File: config.mk
export PLATFORM = sky130hd
export DESIGN_NAME = vga_pattern_timing_flat
export DESIGN_NICKNAME = d
export VERILOG_FILES = /design/src/rtl/vga_pattern_timing_if.sv /design/src/rtl/vga_pattern_timing.sv /design/src/flat_wrapper.sv
export SDC_FILE = /design/constraint.sdc
export NUM_CORES = 1
export LEC_CHECK = 0
export CORE_MARGIN = 8
export CORE_UTILIZATION = 49
export CTS_BUF_LIST = sky130_fd_sc_hd__clkbuf_4
export DETAILED_ROUTE_END_ITERATION = 10
export GPL_TIMING_DRIVEN = 1
export PLACE_DENSITY = 0.82
export SYNTH_ARGS = -nofsm -noshare
export SYNTH_HDL_FRONTEND = slang
export SYNTH_SLANG_ARGS = --single-unit
File: constraint.sdc
create_clock -name pixClock -period 2.2 [get_ports pixClock]
set_input_delay 0.66 -clock pixClock [delete_from_list [all_inputs] [get_ports pixClock]]
set_output_delay 0.66 -clock pixClock [all_outputs]
set_load 0.01 [all_outputs]
File: src/rtl/vga_pattern_timing_if.sv
// ----------------------------------------------------------------------------
// vga_pattern_timing_if
// Bundles the pixel-side signals of vga_pattern_timing.
//   master : the timing generator (drives raster, sync and colour outputs)
//   slave  : the consumer / pixel source (drives enable, mode and pixel data)
// Signals:
//   enable, mode, solid_rgb, ext_rgb   -> into the generator
//   x, y, pix_req                      <- current counter position (unregistered)
//   frame_start, HSync, VSync, de      <- registered timing, aligned with colour
//   red, green, blue                   <- registered pixel colour
// COLOR_W must match the COLOR_W of the vga_pattern_timing instance it connects.
// ----------------------------------------------------------------------------
interface vga_pattern_timing_if #(
    parameter int COLOR_W = 4
);
    logic                   enable;
    logic [1:0]             mode;
    logic [3*COLOR_W-1:0]   solid_rgb;
    logic [3*COLOR_W-1:0]   ext_rgb;
    logic [10:0]            x;
    logic [9:0]             y;
    logic                   pix_req;
    logic                   frame_start;
    logic                   HSync;
    logic                   VSync;
    logic                   de;
    logic [COLOR_W-1:0]     red;
    logic [COLOR_W-1:0]     green;
    logic [COLOR_W-1:0]     blue;

    modport master (
        input  enable, mode, solid_rgb, ext_rgb,
        output x, y, pix_req, frame_start, HSync, VSync, de, red, green, blue
    );

    modport slave (
        output enable, mode, solid_rgb, ext_rgb,
        input  x, y, pix_req, frame_start, HSync, VSync, de, red, green, blue
    );
endinterface

File: src/rtl/vga_pattern_timing.sv
// ----------------------------------------------------------------------------
// vga_pattern_timing
// Parametrised VGA raster timing generator with four pixel sources
// (colour bars, checkerboard, solid colour, external pixel stream).
// Ports:
//   pixClock  - pixel clock
//   resetN    - asynchronous, active-low reset
//   vga       - vga_pattern_timing_if.master: enable/mode/solid_rgb/ext_rgb in;
//               x/y/pix_req (live counters), frame_start/HSync/VSync/de and
//               red/green/blue (registered one cycle after the counters) out
// ----------------------------------------------------------------------------
module vga_pattern_timing #(
    parameter int H_ACTIVE   = 640,
    parameter int H_FP       = 16,
    parameter int H_SYNC     = 96,
    parameter int H_BP       = 48,
    parameter int V_ACTIVE   = 480,
    parameter int V_FP       = 10,
    parameter int V_SYNC     = 2,
    parameter int V_BP       = 33,
    parameter int COLOR_W    = 4,
    parameter bit SYNC_POL   = 1'b0,
    parameter int CHECK_LOG2 = 5
) (
    input  logic                   pixClock,
    input  logic                   resetN,
    vga_pattern_timing_if.master   vga
);

    localparam int H_TOT = H_ACTIVE + H_FP + H_SYNC + H_BP;
    localparam int V_TOT = V_ACTIVE + V_FP + V_SYNC + V_BP;

    localparam logic [10:0] H_LAST     = 11'(H_TOT - 1);
    localparam logic [10:0] H_ACT      = 11'(H_ACTIVE);
    localparam logic [10:0] HS_START   = 11'(H_ACTIVE + H_FP);
    localparam logic [10:0] HS_END     = 11'(H_ACTIVE + H_FP + H_SYNC);
    localparam logic [9:0]  V_LAST     = 10'(V_TOT - 1);
    localparam logic [9:0]  V_ACT      = 10'(V_ACTIVE);
    localparam logic [9:0]  VS_START   = 10'(V_ACTIVE + V_FP);
    localparam logic [9:0]  VS_END     = 10'(V_ACTIVE + V_FP + V_SYNC);
    localparam logic [10:0] BAR_W      = 11'(H_ACTIVE / 8);
    localparam logic [10:0] BARS_END   = 11'(8 * (H_ACTIVE / 8));
    localparam logic [COLOR_W-1:0] MAXV = '1;

    logic [10:0]         r_h;
    logic [9:0]          r_v;
    logic [1:0]          r_modeQ;
    logic                r_hSync;
    logic                r_vSync;
    logic                r_de;
    logic                r_frameStart;
    logic [COLOR_W-1:0]  r_red;
    logic [COLOR_W-1:0]  r_green;
    logic [COLOR_W-1:0]  r_blue;

    logic                w_hLast;
    logic                w_vLast;
    logic                w_active;
    logic                w_hSync;
    logic                w_vSync;
    logic [2:0]          w_barIdx;
    logic [COLOR_W-1:0]  w_red;
    logic [COLOR_W-1:0]  w_green;
    logic [COLOR_W-1:0]  w_blue;

    assign w_hLast  = (r_h == H_LAST);
    assign w_vLast  = (r_v == V_LAST);
    assign w_active = (r_h < H_ACT) && (r_v < V_ACT);
    assign w_hSync  = ((r_h >= HS_START) && (r_h < HS_END)) ? SYNC_POL : ~SYNC_POL;
    assign w_vSync  = ((r_v >= VS_START) && (r_v < VS_END)) ? SYNC_POL : ~SYNC_POL;
    assign w_barIdx = 3'(r_h / BAR_W);

    // Raster counters: h runs across the line, v advances on the last pixel.
    always_ff @(posedge pixClock or negedge resetN) begin
        if (!resetN) begin
            r_h <= '0;
            r_v <= '0;
        end else if (w_hLast) begin
            r_h <= '0;
            r_v <= w_vLast ? '0 : r_v + 10'd1;
        end else begin
            r_h <= r_h + 11'd1;
        end
    end

    // The mode only changes on the very last pixel of a frame so a frame is
    // never drawn with two different sources.
    always_ff @(posedge pixClock or negedge resetN) begin
        if (!resetN) begin
            r_modeQ <= 2'd0;
        end else if (w_hLast && w_vLast) begin
            r_modeQ <= vga.mode;
        end
    end

    // Pixel source selection. Bar order white, yellow, cyan, green, magenta,
    // red, blue, black maps onto the bar index bits as r=~b1, g=~b2, b=~b0.
    always_comb begin
        w_red   = '0;
        w_green = '0;
        w_blue  = '0;
        if (vga.enable && w_active) begin
            case (r_modeQ)
                2'd0: begin
                    if (r_h < BARS_END) begin
                        w_red   = {COLOR_W{~w_barIdx[1]}};
                        w_green = {COLOR_W{~w_barIdx[2]}};
                        w_blue  = {COLOR_W{~w_barIdx[0]}};
                    end
                end
                2'd1: begin
                    if (!(r_h[CHECK_LOG2] ^ r_v[CHECK_LOG2])) begin
                        w_red   = MAXV;
                        w_green = MAXV;
                        w_blue  = MAXV;
                    end
                end
                2'd2: {w_red, w_green, w_blue} = vga.solid_rgb;
                default: {w_red, w_green, w_blue} = vga.ext_rgb;
            endcase
        end
    end

    // Output stage: sync, data-enable, frame marker and colour all register
    // from the same counter state, so they stay mutually aligned.
    always_ff @(posedge pixClock or negedge resetN) begin
        if (!resetN) begin
            r_hSync      <= ~SYNC_POL;
            r_vSync      <= ~SYNC_POL;
            r_de         <= 1'b0;
            r_frameStart <= 1'b0;
            r_red        <= '0;
            r_green      <= '0;
            r_blue       <= '0;
        end else begin
            r_hSync      <= w_hSync;
            r_vSync      <= w_vSync;
            r_de         <= w_active;
            r_frameStart <= (r_h == 11'd0) && (r_v == 10'd0);
            r_red        <= w_red;
            r_green      <= w_green;
            r_blue       <= w_blue;
        end
    end

    assign vga.x           = r_h;
    assign vga.y           = r_v;
    assign vga.pix_req     = w_active;
    assign vga.HSync       = r_hSync;
    assign vga.VSync       = r_vSync;
    assign vga.de          = r_de;
    assign vga.frame_start = r_frameStart;
    assign vga.red         = r_red;
    assign vga.green       = r_green;
    assign vga.blue        = r_blue;

endmodule

File: src/flat_wrapper.sv
// flat-port wrapper written by rule: the top's interface ports become plain ports
module vga_pattern_timing_flat 
#(
    parameter int H_ACTIVE   = 640,
    parameter int H_FP       = 16,
    parameter int H_SYNC     = 96,
    parameter int H_BP       = 48,
    parameter int V_ACTIVE   = 480,
    parameter int V_FP       = 10,
    parameter int V_SYNC     = 2,
    parameter int V_BP       = 33,
    parameter int COLOR_W    = 4,
    parameter bit SYNC_POL   = 1'b0,
    parameter int CHECK_LOG2 = 5
)
  (pixClock, resetN, vga_enable, vga_mode, vga_solid_rgb, vga_ext_rgb, vga_x, vga_y, vga_pix_req, vga_frame_start, vga_HSync, vga_VSync, vga_de, vga_red, vga_green, vga_blue);
  vga_pattern_timing_if #(.COLOR_W(COLOR_W)) vga_i ();
  input  logic pixClock;
  input  logic resetN;
  input wire logic [$bits(vga_i.enable)-1:0] vga_enable;
  input wire logic [$bits(vga_i.mode)-1:0] vga_mode;
  input wire logic [$bits(vga_i.solid_rgb)-1:0] vga_solid_rgb;
  input wire logic [$bits(vga_i.ext_rgb)-1:0] vga_ext_rgb;
  output wire logic [$bits(vga_i.x)-1:0] vga_x;
  output wire logic [$bits(vga_i.y)-1:0] vga_y;
  output wire logic [$bits(vga_i.pix_req)-1:0] vga_pix_req;
  output wire logic [$bits(vga_i.frame_start)-1:0] vga_frame_start;
  output wire logic [$bits(vga_i.HSync)-1:0] vga_HSync;
  output wire logic [$bits(vga_i.VSync)-1:0] vga_VSync;
  output wire logic [$bits(vga_i.de)-1:0] vga_de;
  output wire logic [$bits(vga_i.red)-1:0] vga_red;
  output wire logic [$bits(vga_i.green)-1:0] vga_green;
  output wire logic [$bits(vga_i.blue)-1:0] vga_blue;
  assign vga_i.enable = vga_enable;
  assign vga_i.mode = vga_mode;
  assign vga_i.solid_rgb = vga_solid_rgb;
  assign vga_i.ext_rgb = vga_ext_rgb;
  assign vga_x = vga_i.x;
  assign vga_y = vga_i.y;
  assign vga_pix_req = vga_i.pix_req;
  assign vga_frame_start = vga_i.frame_start;
  assign vga_HSync = vga_i.HSync;
  assign vga_VSync = vga_i.VSync;
  assign vga_de = vga_i.de;
  assign vga_red = vga_i.red;
  assign vga_green = vga_i.green;
  assign vga_blue = vga_i.blue;
  vga_pattern_timing #(.H_ACTIVE(H_ACTIVE), .H_FP(H_FP), .H_SYNC(H_SYNC), .H_BP(H_BP), .V_ACTIVE(V_ACTIVE), .V_FP(V_FP), .V_SYNC(V_SYNC), .V_BP(V_BP), .COLOR_W(COLOR_W), .SYNC_POL(SYNC_POL), .CHECK_LOG2(CHECK_LOG2)) u_core (.pixClock(pixClock), .resetN(resetN), .vga(vga_i));
endmodule
=== Word level (Yosys, flattened, before mapping) ===
Index checks and enable logic that the tools add are counted.

* Register bits after elaboration: 39
* Output and inout port bits: 38
* Input port bits: 29
* Logic and storage cells: 50

* Div/mod/pow operators: 1
* Bitwise operators: 4
* Mux-type cells: 14
* Equality and inequality tests: 4
* Reduce and logical (&&, ||, !) cells: 9
* Add/subtract/negate cells: 2
* $lt $le $gt $ge: 6

{| class="wikitable"
|+ Operators with widths
! operator !! count
|-
| case mux 4 bit (3 select lines) || 3
|-
| two-way mux 4 bit || 7
|-
| less-than comparator 11 x 10 -> 1 bit, second input constant || 2
|-
| less-than comparator 10 x 9 -> 1 bit, second input constant || 2
|-
| adder 11 x 1 -> 11 bit, second input constant || 1
|-
| divider 11 x 7 -> 11 bit, second input constant || 1
|-
| equality test 11 x 10 -> 1 bit, second input constant || 1
|-
| greater-or-equal comparator 11 x 10 -> 1 bit, second input constant || 1
|-
| zero test 11 bit || 1
|-
| two-way mux 11 bit || 1
|-
| adder 10 x 1 -> 10 bit, second input constant || 1
|-
| equality test 10 bit, second input constant || 1
|-
| greater-or-equal comparator 10 x 9 -> 1 bit, second input constant || 1
|-
| zero test 10 bit || 1
|-
| two-way mux 10 bit || 1
|-
| logical AND 1 bit || 6
|-
| NOT 1 bit || 3
|-
| equality test 2 x 1 -> 1 bit, second input constant || 1
|-
| equality test 2 bit, second input constant || 1
|-
| zero test 2 bit || 1
|-
| two-way mux 1 bit || 2
|-
| XOR 1 bit || 1
|}

=== Logic depth before layout (Yosys ltp) ===
Gate-level depths: netlist (run 1).

* Depth in word-level cells: 5
* Gate-level depth with buffers: 9
* Mapped depth without buffers: 8

=== Worst setup path after synthesis (run 1) ===
OpenSTA, ideal clock, no wires.

* Path kind: register to register
* Start: reg u_core.r_v[0], in the netlist u_core.vga.y[0]
* End: reg u_core.r_modeQ[0]
* Path buffers: 0
* Setup time: 125 ps
* Cell stages (with the launch flop): 8
* Arrival time: 1841 ps
* Path slack: 234 ps
* Path through: dfrtp_1 inv_1 ha_1 or4b_1 nor3_2 and3_1 and2_1 mux2_2

* Word-level cells in the longest chain between the ends: 2

{| class="wikitable"
|+ Ends and longest elaborated chain
! item !! line !! text
|-
| start, declared || vga_pattern_timing.sv:46 || <nowiki>logic [9:0] r_v;</nowiki>
|-
| start signal, assigned || vga_pattern_timing.sv:80 || <nowiki>r_v <= w_vLast ? '0 : r_v + 10'd1;</nowiki>
|-
| equality test 10 bit || vga_pattern_timing.sv:67 || <nowiki>assign w_vLast = (r_v == V_LAST);</nowiki>
|-
| logical AND 1 bit || vga_pattern_timing.sv:91 || <nowiki>end else if (w_hLast && w_vLast) begin</nowiki>
|-
| end signal, assigned || vga_pattern_timing.sv:92 || <nowiki>r_modeQ <= vga.mode;</nowiki>
|-
| end, declared || vga_pattern_timing.sv:47 || <nowiki>logic [1:0] r_modeQ;</nowiki>
|}

Every way passes these cells.
A chain may end at the register's enable or synchronous reset.

=== Worst setup path after layout (run 1) ===
* Start: reg u_core.r_h[6], in the netlist u_core.vga.x[6]
* End: out vga_x[6]

{| class="wikitable"
|+ RTL lines
! item !! line !! text
|-
| start, declared || vga_pattern_timing.sv:45 || <nowiki>logic [10:0] r_h;</nowiki>
|-
| start signal, assigned || vga_pattern_timing.sv:82 || <nowiki>r_h <= r_h + 11'd1;</nowiki>
|-
| end, declared || flat_wrapper.sv:24 || <nowiki>output wire logic [$bits(vga_i.x)-1:0] vga_x;</nowiki>
|}

No word-level cell between the ends.

==> results of run 1 <==
## worst max-delay path by stage
stage                                from                 to  slack (ns)  cells past startpoint
after floorplan           u_core.vga.y[0]  u_core.r_modeQ[0]        0.23                      7
after global placement    u_core.vga.x[8]        vga_pix_req        0.07                      4
after detailed placement  u_core.vga.x[8]        vga_pix_req        0.05                      4
after CTS                 u_core.vga.x[8]        vga_pix_req       -0.07                      4
after global routing      u_core.vga.y[6]        vga_pix_req       -0.01                      4
final                     u_core.vga.x[6]           vga_x[6]        0.06                      1
## metal layers
layer	vias up	routed length (um)	GRT usage
met2	63	3182	0.2983
li1	1085	-	-
met5	-	0	0
met1	1066	2608	0.1916
met3	10	307	0.04730
met4	0	79	0.04777
## layout by cell type, fill, tap and decap left out, types with 5 or more instances in the layout
master / n
a21oi_1: 9
a31oi_1: 7
buf_4: 19
clkbuf_4: 7
clkdlybuf4s50_1: 61
dfrtp_1: 35
inv_1: 6
nand2_1: 32
nand3_1: 14
nor2_1: 10
nor2b_1: 8
o21ai_0: 23
o31ai_1: 5
xnor2_1: 7
xor2_1: 5
## layout make-up
| type | instances | area, um^2 | area share |
|---|---|---|---|
| clock inverter | 1 | 7.507 | 0.002302 |
| inverter | 6 | 22.52 | 0.006907 |
| clock buffer | 7 | 52.55 | 0.01612 |
| sequential | 39 | 980.9 | 0.3008 |
| tap | 54 | 67.56 | 0.02072 |
| multi-input combinational | 194 | 1259 | 0.3860 |
| timing repair buffer | 89 | 870.8 | 0.2671 |
## flip-flops by register name (all words and copies together) (netlist names)
register,cells
u_core.vga.frame_start,1
u_core.r_modeQ,2
u_core.vga.de,1
u_core.vga.blue,4
u_core.vga.VSync,1
u_core.vga.y,10
u_core.vga.red,4
u_core.vga.green,4
u_core.vga.x,11
u_core.vga.HSync,1
## cells by family after synthesis
logic type | after synthesis
buf+inv | 24
fa+ha+maj | 4
compound gates | 65
xor+xnor | 12
simple gates | 110
flops | 39
mux | 3
## per-stage QoR
step,power [mW],cells
floorplan,0.7636,257
global placement,0.8516,381
detailed placement,0.8523,381
CTS,1.238,389
global route,1.278,390
finish,1.221,390
## power groups by stage
| stage | Sequential, mW | Clock, mW | Combinational [mW] |
|---|---|---|---|
| floorplan | 0.751 | 0 | 0.0127 |
| global placement | 0.744 | 0 | 0.108 |
| detailed placement | 0.744 | 0 | 0.108 |
| CTS | 0.731 | 0.399 | 0.108 |
| global route | 0.732 | 0.432 | 0.115 |
| finish | 0.730 | 0.383 | 0.107 |
## timing repair
| item | in CTS | in global routing |
|---|---|---|
| buffers inserted | 0 | 1 |
| pin swaps | 1 | 1 |
| setup endpoints to repair | 6 | 7 |
| gates cloned | 0 | 0 |
| resized for setup | 6 | 16 |
==> impl_results.md, run 1 <==
* Max_slew headroom at 0.6705
* Critical-path top delay cell: clkdlybuf4s50_1
* Number of top-level pins at 67
* Clock buffer count from CTS at 5
* R2R Setup Slk at between 0.1 and 0.15 ns
* Reg power frac at 0.598
* Worst skew pair latency at about 0.34 ns
* Register bit total from synthesis at 39
* Critical path peak fanout at 17
* Sequential area share after synthesis at 0.4164
* Critical path cell sequence: clkdlybuf4s50_1
* CTS tree: built
* Worst R2R Start: u_core.vga.y[5]
* Post-synthesis compound-gate area fraction at 0.1773
* Final WL at approximately 6200 um
* Final Setup Violations at 0
* Sw Pwr at between 0.2 and 0.3 mW
* Synth area leaders: dfrtp_1 (39%), nand2_1 (5.1%), o21ai_0 (4.9%), nand3_1 (3.0%), xnor2_1 (2.6%)
* Cells after Synth at approximately 260
* Setup WS pre-CTS at roughly 0.046 ns
* Maximum VDD drop at a little under 0.3 mV
* Layout Skew at about 0.012 ns
* WL per Instance at 15.84 um
* Antenna-violating nets left at 0
* Initial Util at 0.5042
* Via-to-Cell Ratio at between 5 and 6
* Synth Area in XOR/XNOR at 0.04473
* Reg2Reg Depth at 8
* Cell family with most CP delay: buffers and inverters
* # fillers at between 300 and 400
* Post-synthesis average cell area at 9.143 um^2
* Ys async rst share at 1.000
* Clock Power Share at 0.314
* Mapped Area at between 0.002 and 0.0025 mm^2
* Switch share at 0.2239
* Vias in the first global route at about 2.2k
* Worst Tran Pin Value at a little under 0.5 ns
* Dpl hpwl at 4417 um
* GPL Wtd Cong at 0.8492
* Final core utilization at 0.6996
* Type of origin of the critical path: flip-flop
* Comb power frac at 0.088
* Power Internal at 0.9473 mW
* Die ar. at just over 0.007 mm^2
* Clock buffer depth at 2
* Initial antenna violation count at 0
* Mux contribution to synthesized area at 0.01384
* Hold-fix buffers, CTS at 0
* Iteration-0 DRC Markers at 275
* Clock net sink count at 39
* Site Rows at 25
* Synthesized net count at between 200 and 300
* Fin crit period at between 2 and 2.5 ns
* Vias at 2224
* Setup TNS at 0 ns
* Top cell type's share of synthesized area at 0.3940
* PwrDens at 374.4 mW/mm^2
* Die X at 85.25 um
* RR Endpoint: u_core.vga.y[9]
* Crit path buf inv count at 1
* Hold Path Class: in2async
* Worst setup path class: reg2out
* Critical path data required time at approximately 1.5 ns
* Clk root buf: clkbuf_4
* Post-synth EDFFs at 0
* Warnings, synthesis at 0
* Placed cell areas at 0.003131 mm^2
* Share of cells above drive strength 1 at 0.1548
* Ant diodes at 0
* Setup ws final at between 0.06 and 0.07 ns
* Max-Cap Viols at 0
* Total Nets Final at roughly 370
* Drc violations at 0
* Worst path max stage delay at 0.59 ns
* Grt ovf at 0
* DIE HEIGHT at around 85 um
* Final Cycle Share at 0.9711
* Leak Pwr at approximately 1.4 nW
* Post-synth top cells: dfrtp_1 (37), nand2_1 (32), o21ai_0 (23), nand3_1 (14), buf_2 (11)
* First-pass GRT wire length at between 10000 and 15000 um
* Final Max Slew Viols at 0
* Core Box Area at 0.004661 mm^2
* Status: complete, no violations
* Simple-gate share of the synthesized area at 0.2710
* FMAX at about 0.47 GHz
* Port Buffer Count at 66
* Total GRT Usage at 0.1683
* Largest family of logic cells by synthesized area: simple AND/OR/NAND/NOR gates
* Count leader, synth: dfrtp_1
* H-tree depth at 2
* DRT Pass-1 Iters at 4
* Clk pin slew, worst setup/hold paths at around 0.12 ns
* Hold slack at roughly 0.35 ns
* Crit. End Element: primary output
* Layout overhead on the synthesized area at 38.76%
* Critical Path AT at about 1.5 ns
* Post-synthesis adder-cell area fraction at 0.02130
* Top cell type by total area after synthesis: dfrtp_1
* Hold Violations, Final at 0
* Largest net degree at the start of global routing at 40
* Ys flop type: dfrtp_1
* Yosys cell types at between 50 and 60
* Design area at 0.003261 mm^2
Power figures use the tool's default switching activity.
==> run 2: changes to the inputs <==
PLACE_DENSITY = 0.92   (was 0.82)
==> impl_results.md, run 2 (synthesis gave the netlist of run 1 again) <==
* DIE HEIGHT at 85.25 um (unchanged)
* Via-to-Cell Ratio at 5.749 (+0.82%)
* Layout overhead on the synthesized area at 38.23%
* Placed Instances at 383 (+0.52%)
* Finished Layout Cells at 391 (+0.26%)
* First-pass GRT wire length at 10400 um (+3.8%)
* Clock buffer count from CTS at 5 (unchanged)
* FMAX at 0.4747 GHz (+1.4%)
* Ant diodes at 0 (unchanged)
* Worst Setup EP: vga_x[6]
* Critical path peak fanout at 12 (-5)
* Number of top-level pins at 67 (unchanged)
* CTS tree: built
* Placed cell areas at 0.003146 mm^2 (+0.48%)
* Site Rows at 25 (unchanged)
* Iteration-0 DRC Markers at 211 (-23%)
* R2R Setup Slk at 0.12 ns (about the same)
* Worst skew pair latency at 0.36 ns (+0.02 ns)
* Hold Path Class: in2async
* Commonest non-fill, non-tap cell in the layout: clkdlybuf4s50_1
* Worst setup path class: reg2out
* Crit path launch: u_core.vga.x[6]
* Worst path max stage delay at 0.58 ns (about the same)
* Clk root buf: clkbuf_4
* RSZ-0062 raised after global routing: no
* Final WL at 6394 um (+3.5%)
* RR Endpoint: u_core.r_modeQ[0]
* Design area at 0.003248 mm^2 (-0.38%)
* Die ar. at 0.007268 mm^2 (unchanged)
* Clock net sink count at 39 (unchanged)
* Grt ovf at 0 (unchanged)
* Worst R2R Start: u_core.vga.y[5]
* Final Setup Violations at 0 (unchanged)
* Largest net degree at the start of global routing at 40 (unchanged)
* Vias in the first global route at 2213 (+2.2%)
* Fin crit period at 2.107 ns (-0.02967 ns)
* Crit path buf inv count at 1 (unchanged)
* Critical-path top delay cell: clkdlybuf4s50_1
* Status: complete, no violations
* Vias at 2248 (+1.1%)
* Final Power at 1.224 mW (+0.25%)
* Initial antenna violation count at 0 (unchanged)
* Setup ws final at 0.09322 ns (+0.02967 ns)
* Critical path cell sequence: clkdlybuf4s50_1
* WL per Instance at 16.35 um (+3.2%)
* Max reg flops at 11 (unchanged)
* Crit path depth at 1 (unchanged)
* Hold Violations, Final at 0 (unchanged)
* Final Cycle Share at 0.9576 (-0.01349)
* Port Buffer Count at 66 (unchanged)
* Setup TNS at 0 ns (unchanged)
* Type of origin of the critical path: flip-flop
* Setup WS pre-CTS at 0.03814 ns (-0.007425 ns)
* Share of cells above drive strength 1 at 0.1543 (-0.0004592)
* Core Box Area at 0.004661 mm^2 (unchanged)
* Clock buffer depth at 2 (unchanged)
* Total GRT Usage at 0.1761 (+0.007880)
* GPL Wtd Cong at 0.8321 (-2.0%)
* Drc violations at 0 (unchanged)
* PwrDens at 376.8 mW/mm^2 (+0.64%)
* DRT Pass-1 Iters at 4 (unchanged)
* Layout Skew at 0.008184 ns (-0.003391 ns)
* Clk pin slew, worst setup/hold paths at 0.12 ns (about the same)
* Most frequent cells in the layout: clkdlybuf4s50_1 (60), dfrtp_1 (35), nand2_1 (32)
* Final Max Slew Viols at 0 (unchanged)
* Antenna-violating nets left at 0 (unchanged)
* Critical Path AT at 1.45 ns (-0.03 ns)
* Hold-fix buffers, CTS at 0 (unchanged)
* Reg2Reg Depth at 6 (-2)
* Die X at 85.25 um (unchanged)
* Initial Util at 0.5042 (unchanged)
* Crit. End Element: primary output
* Leak Pwr at 1.409 nW (+2.5%)
* Max_slew headroom at 0.6773 (+0.006814)
* Dpl hpwl at 4715 um (+6.8%)
* Total Nets Final at 369 (+0.27%)
* H-tree depth at 2 (unchanged)
* Cell family with most CP delay: buffers and inverters
* Worst Tran Pin Value at 0.4841 ns (-0.01022 ns)
* Maximum VDD drop at 0.3438 mV (+18%)
* Critical path data required time at 1.54 ns (about the same)
* Max-Cap Viols at 0 (unchanged)
[run 2: cell types whose count changed in the layout (fill, tap and decap cells not counted)]
cell and change:
and4_1 +1, and4_4 -1, buf_12 -1, buf_4 +1, buf_6 +1, clkbuf_4 -1
clkdlybuf4s50_1 -1, clkinv_2 +1, dlymetal6s2s_1 +1, nor4_2 +1, nor4_4 -1, o21ai_0 -1
o21ai_1 +1
[run 2: final cells by class]
class	instances	area, um^2
timing repair buffer	90	872.1
clock inverter	2	12.51
fill	337	1413
multi-input combinational	194	1247
clock buffer	6	45.04
sequential	39	980.9
tap	54	67.56
inverter	6	22.52
[run 2: repair_timing]
item / CTS / global route
buffers inserted: 0 / 0
resized for setup: 12 / 9
endpoints found under the setup margin: 6 / 6
[run 2: layer usage]
layer	up-vias	GRT usage	wire [um]
met5	-	0	0
met4	0	0.07803	110
met3	11	0.03861	354
met2	80	0.3182	3364
met1	1066	0.1921	2564
li1	1091	-	-
[run 2: worst min path at each step]
stage               cells after the start       startpoint  slack, ns                 end
detailed placement                      1  u_core.vga.x[0]       0.50     u_core.vga.x[0]
floorplan                               0           resetN       0.36   u_core.r_modeQ[0]
global placement                        1  u_core.vga.x[0]       0.49     u_core.vga.x[0]
finish                                  2           resetN       0.33   u_core.vga.red[3]
CTS                                     2           resetN       0.33   u_core.vga.red[3]
global route                            2           resetN       0.37  u_core.vga.blue[2]
[run 2: stage by stage]
step	hold WS, ns	utilization
floorplan	0.3644	-
global route	0.3664	0.6969
detailed placement	0.5013	0.6749
finish	0.3268	0.6969
CTS	0.3346	0.6918
global placement	0.4930	0.6749
[run 2: report_power, final]
| part | total, mW | switching, mW | leakage, nW | internal, mW |
|---|---|---|---|---|
| registers | 0.731 | 0.00279 | 0.489 | 0.728 |
| clock network | 0.385 | 0.249 | 0.0317 | 0.136 |
| logic | 0.108 | 0.0393 | 0.889 | 0.0689 |
| total | 1.22 | 0.291 | 1.41 | 0.932 |
==> patch 1: new RTL, config.mk and constraints of run 2 <==
`SYNC_POL` is set to 1'b0 in 2 places; all go to 1'b1.
--- a/src/rtl/vga_pattern_timing.sv
+++ b/src/rtl/vga_pattern_timing.sv
@@ -20,5 +20,5 @@
     parameter int V_BP       = 33,
     parameter int COLOR_W    = 4,
-    parameter bit SYNC_POL   = 1'b0,
+    parameter bit SYNC_POL   = 1'b1,
     parameter int CHECK_LOG2 = 5
 ) (
--- a/src/flat_wrapper.sv
+++ b/src/flat_wrapper.sv
@@ -11,5 +11,5 @@
     parameter int V_BP       = 33,
     parameter int COLOR_W    = 4,
-    parameter bit SYNC_POL   = 1'b0,
+    parameter bit SYNC_POL   = 1'b1,
     parameter int CHECK_LOG2 = 5
 )
Function: changed (Yosys sat finds a counterexample within 4 cycles, from zero or initial values and one cycle with resetN low).
==> patch 1 against run 2 <==
  * Design area up 1.8%
  * Clock power down 7.5%
  * Via count up 3.2%
  * Sequential share of layout area down 0.59 points
  * Non-clock buffer count up 1
  * Count of clock-buffer cells in the layout down 1
  * Sequential cell count unchanged
  * Routed wire length up 8.0%
  * Area after synthesis up 2.4%
  * Largest power group unchanged
  * Utilization up 0.35 points
  * Worst setup slack worse by 36 ps
  * Worst hold slack better by 7.5 ps
  * Power down 2.5%
==> patch 1: results (changes against run 2) <==
.. list-table::
   :header-rows: 1

   * - Metric
     - Value
   * - First-pass GRT wire length
     - 10.4 mm (about the same)
   * - Launching instance or port of the critical path
     - u_core.vga.x[7] (was u_core.vga.x[6])
   * - Met3 GRT Util
     - 0.0258 (was 0.0386)
   * - Highest fanout seen on the critical path
     - 25 (was 12)
   * - GRT Util Overall
     - 0.174 (was 0.176)
   * - Number of detailed-routing iterations run before antenna repair
     - 5 (was 4)
   * - Final routed wire length divided by cell count
     - 17.0 µm (was 16.4 µm)
   * - Leakage power figure
     - 1.43 nW (was 1.41 nW)
   * - Hold_ws
     - 334 ps (was 327 ps)
   * - Reg-to-reg endpoint
     - u_core.r_modeQ[1] (was u_core.r_modeQ[0])
   * - Routability congestion estimate from global placement
     - 0.834 (was 0.832)
   * - Non-Filler Instances
     - 406 (was 391)
   * - Relative contribution of sequential cells to total power
     - 0.612 (was 0.597)
   * - Net count after synthesis
     - 292 (was 290)
   * - GRT met1 Usage
     - 0.198 (was 0.192)
   * - Final-stage net count
     - 371 (was 369)
   * - Cells after DPL
     - 395 (was 383)
   * - CP arrival
     - 1480 ps (was 1450 ps)
   * - Result of the run
     - complete, no violations (unchanged)
   * - Cell types occupying the most area after synthesis
     - sky130_fd_sc_hd__dfrtp_1 41%, sky130_fd_sc_hd__nand2_1 5.1%, sky130_fd_sc_hd__o21ai_0 3.7% (was sky130_fd_sc_hd__dfrtp_1 39%, sky130_fd_sc_hd__nand2_1 5.1%, sky130_fd_sc_hd__o21ai_0 4.9%)
   * - Switching part of the total power
     - 0.235 (was 0.238)
   * - Violation count after the first detailed-route iteration
     - 160 (was 211)
   * - Share of cells above drive strength 1
     - 0.150 (was 0.154)
   * - Count of different cell masters after synthesis
     - 56 (was 53)
   * - Mean cell area of the mapped netlist
     - 9.29 µm² (was 9.14 µm²)
   * - Mux cell area share after synthesis
     - 0.0135 (was 0.0138)
patch 1: through the flow:
step,setup slack (ps),total power [mW]
2_1_floorplan,239,0.763
3_3_place_gp,54.3,0.850
3_5_place_dp,24.3,0.852
4_1_cts,-32.2,1.20
5_1_grt,5.47,1.24
6_report,56.8,1.19
patch 1: worst max-delay path by stage:
| stage | to | slack (ps) |
|---|---|---|
| 4_1_cts | vga_x[7] | -30 |
| 3_5_place_dp | vga_pix_req | 20 |
| 2_1_floorplan | u_core.r_modeQ[0] | 240 |
| 5_1_grt | vga_x[7] | 5 |
| 3_3_place_gp | vga_pix_req | 50 |
| 6_report | vga_x[7] | 60 |
patch 1: routing by layer:
layer | vias up | part of all wire
met5 | - | 0
met4 | 0 | 0.017
met3 | 9 | 0.039
met2 | 85 | 0.55
met1 | 1136 | 0.40
li1 | 1089 | -
patch 1: repair_timing:
item / in CTS / in global routing
setup endpoints to repair: 7 / 7
resized for setup: 6 / 14
buffers inserted: 0 / 3
patch 1: critical path: stages, from the launching register on:
cell and delay, ps:
sky130_fd_sc_hd__dfrtp_1 420, sky130_fd_sc_hd__buf_12 180, sky130_fd_sc_hd__clkdlybuf4s50_1 550
patch 1: cell families after synthesis:
family | after synthesis
buf+inv | 25
mux | 3
xor+xnor | 12
flops | 39
simple gates | 110
fa+ha+maj | 4
compound gates | 66
patch 1: final cells by class:
type | count | area [µm²]
flip-flops and latches | 39 | 980
inverters | 6 | 22.5
clock inverters | 3 | 15.0
well taps | 67 | 83.8
fillers | 356 | 1420
clock buffers | 5 | 37.5
repair buffers | 91 | 882
multi-input cells | 195 | 1290
==> patch 2: new RTL, config.mk and constraints of run 2 <==
Without the edit above. Reset style: synchronous (`resetN`), changed in 3 clocked blocks. Comments in the files are not updated.
--- a/src/rtl/vga_pattern_timing.sv
+++ b/src/rtl/vga_pattern_timing.sv
@@ -72,5 +72,5 @@
 
     // Raster counters: h runs across the line, v advances on the last pixel.
-    always_ff @(posedge pixClock or negedge resetN) begin
+    always_ff @(posedge pixClock) begin
         if (!resetN) begin
             r_h <= '0;
@@ -86,5 +86,5 @@
     // The mode only changes on the very last pixel of a frame so a frame is
     // never drawn with two different sources.
-    always_ff @(posedge pixClock or negedge resetN) begin
+    always_ff @(posedge pixClock) begin
         if (!resetN) begin
             r_modeQ <= 2'd0;
@@ -124,5 +124,5 @@
     // Output stage: sync, data-enable, frame marker and colour all register
     // from the same counter state, so they stay mutually aligned.
-    always_ff @(posedge pixClock or negedge resetN) begin
+    always_ff @(posedge pixClock) begin
         if (!resetN) begin
             r_hSync      <= ~SYNC_POL;
Function: differs if resetN is asserted again (counterexample within 4 cycles, from zero or initial values and one cycle with resetN low); with resetN held inactive, the same outputs for 10 cycles.
==> patch 2 against run 2 <==
  * Via count down 3.0%
  * Largest power group unchanged
  * Global-route usage is 0.12 points lower
  * Sequential share of layout area shrank 3.4 points
  * Critical path type unchanged
  * Final cell count fell by 2.0%
  * Clock skew is 4.5 ps lower
  * Sequential cell count is the same
  * Area after synthesis down 10%
  * Design area shrank 9.9%
  * Maximum frequency decreased by 0.94%
  * Worst hold slack improved by 190 ps
  * Power fell by 0.86%
  * Routed wire length is 6.8% lower
  * Largest cell class unchanged
  * Worst setup slack got worse by 20 ps
  * Register-to-register slack improved by 130 ps
==> patch 2: results (changes against run 2) <==
.. list-table::
   :header-rows: 1

   * - Metric
     - Value
   * - Synth Area in Compound Gates
     - 0.154 (was 0.177)
   * - Final-stage net count
     - 364 (was 369)
   * - Final routed wire length divided by cell count
     - 15.6 µm (was 16.4 µm)
   * - First-pass GRT wire length
     - 9.19 mm (was 10.4 mm)
   * - Area fraction of clock buffers and clock inverters
     - 0.0158 (was 0.0177)
   * - Result of the run
     - complete, no violations (unchanged)
   * - Pre-CTS setup slack
     - 113 ps (was 38.1 ps)
   * - Placed wire-length estimate
     - 4.61 mm (was 4.72 mm)
   * - Start of the worst register-to-register path
     - u_core.vga.x[0] (was u_core.vga.y[5])
   * - Filler Cells Inserted
     - 346 (was 337)
   * - Peak per-stage delay on the critical path
     - 550 ps (was 580 ps)
   * - Pin count of the biggest net entering global routing
     - 22 (was 40)
   * - Post-synthesis xor/xnor area fraction
     - 0.0871 (was 0.0447)
   * - Proportion of register bits with asynchronous set or reset after synthesis
     - 0 (was 1.00)
   * - Post-DP Area
     - 2870 µm² (was 3150 µm²)
   * - Cells after synthesis
     - 259 (was 257)
   * - Sequential fraction of the synthesis area
     - 0.370 (was 0.416)
   * - Signal inverters
     - 8 (was 6)
   * - Number of gates given a new drive strength after cts
     - 2 (was 12)
   * - Violation count after the first detailed-route iteration
     - 225 (was 211)
   * - Sequential portion of the cell area
     - 0.268 (was 0.302)
   * - Routability congestion estimate from global placement
     - 0.803 (was 0.832)
   * - Cell types occupying the most area after synthesis
     - sky130_fd_sc_hd__dfxtp_1 37%, sky130_fd_sc_hd__nand2_1 5.2%, sky130_fd_sc_hd__xor2_1 4.6% (was sky130_fd_sc_hd__dfrtp_1 39%, sky130_fd_sc_hd__nand2_1 5.1%, sky130_fd_sc_hd__o21ai_0 4.9%)
   * - Internal power of the cells
     - 0.928 mW (was 0.932 mW)
   * - Via count of the first global-routing pass
     - 1934 (was 2213)
   * - Reg-to-reg endpoint
     - u_core.vga.y[4] (was u_core.r_modeQ[0])
   * - Launching instance or port of the critical path
     - u_core.vga.x[10] (was u_core.vga.x[6])
   * - Clock buffer instance count of the final layout
     - 5 (was 6)
   * - CP endpoint
     - vga_x[10] (was vga_x[6])
   * - Highest fanout seen on the critical path
     - 16 (was 12)
   * - Area of the placeable core
     - 4260 µm² (was 4660 µm²)
   * - Multi-input gate share of the layout cell area
     - 0.413 (was 0.384)
   * - Most used standard cells in the synthesized netlist
     - 39 x sky130_fd_sc_hd__dfxtp_1, 29 x sky130_fd_sc_hd__nand2_1, 23 x sky130_fd_sc_hd__nor2_1 (was 37 x sky130_fd_sc_hd__dfrtp_1, 32 x sky130_fd_sc_hd__nand2_1, 23 x sky130_fd_sc_hd__o21ai_0)
   * - Number of vias per cell after detailed routing
     - 5.69 (was 5.75)
   * - Vias after detailed routing
     - 2180 (was 2248)
patch 2: cell count changes after synthesis, moves of 5 or more:
cell,change
sky130_fd_sc_hd__a21oi_1,+10
sky130_fd_sc_hd__a31oi_1,-6
sky130_fd_sc_hd__and3_1,+7
sky130_fd_sc_hd__buf_2,-6
sky130_fd_sc_hd__clkbuf_1,+7
sky130_fd_sc_hd__dfrtp_1,-37
sky130_fd_sc_hd__dfxtp_1,+39
sky130_fd_sc_hd__nand3_1,-7
sky130_fd_sc_hd__nand4_1,+5
sky130_fd_sc_hd__nor2_1,+13
sky130_fd_sc_hd__o21ai_0,-12
sky130_fd_sc_hd__xor2_1,+6
patch 2: routing by layer:
metal	routed length [µm]	track usage
met5	0	0
met3	272	0.0328
met4	153	0.0807
met2	3190	0.304
met1	2340	0.203
patch 2: stage by stage:
stage               total power, mW  utilization
finish                         1.21        0.686
global route                   1.26        0.686
CTS                            1.22        0.685
detailed placement            0.892        0.674
global placement              0.886        0.674
floorplan                     0.792            -
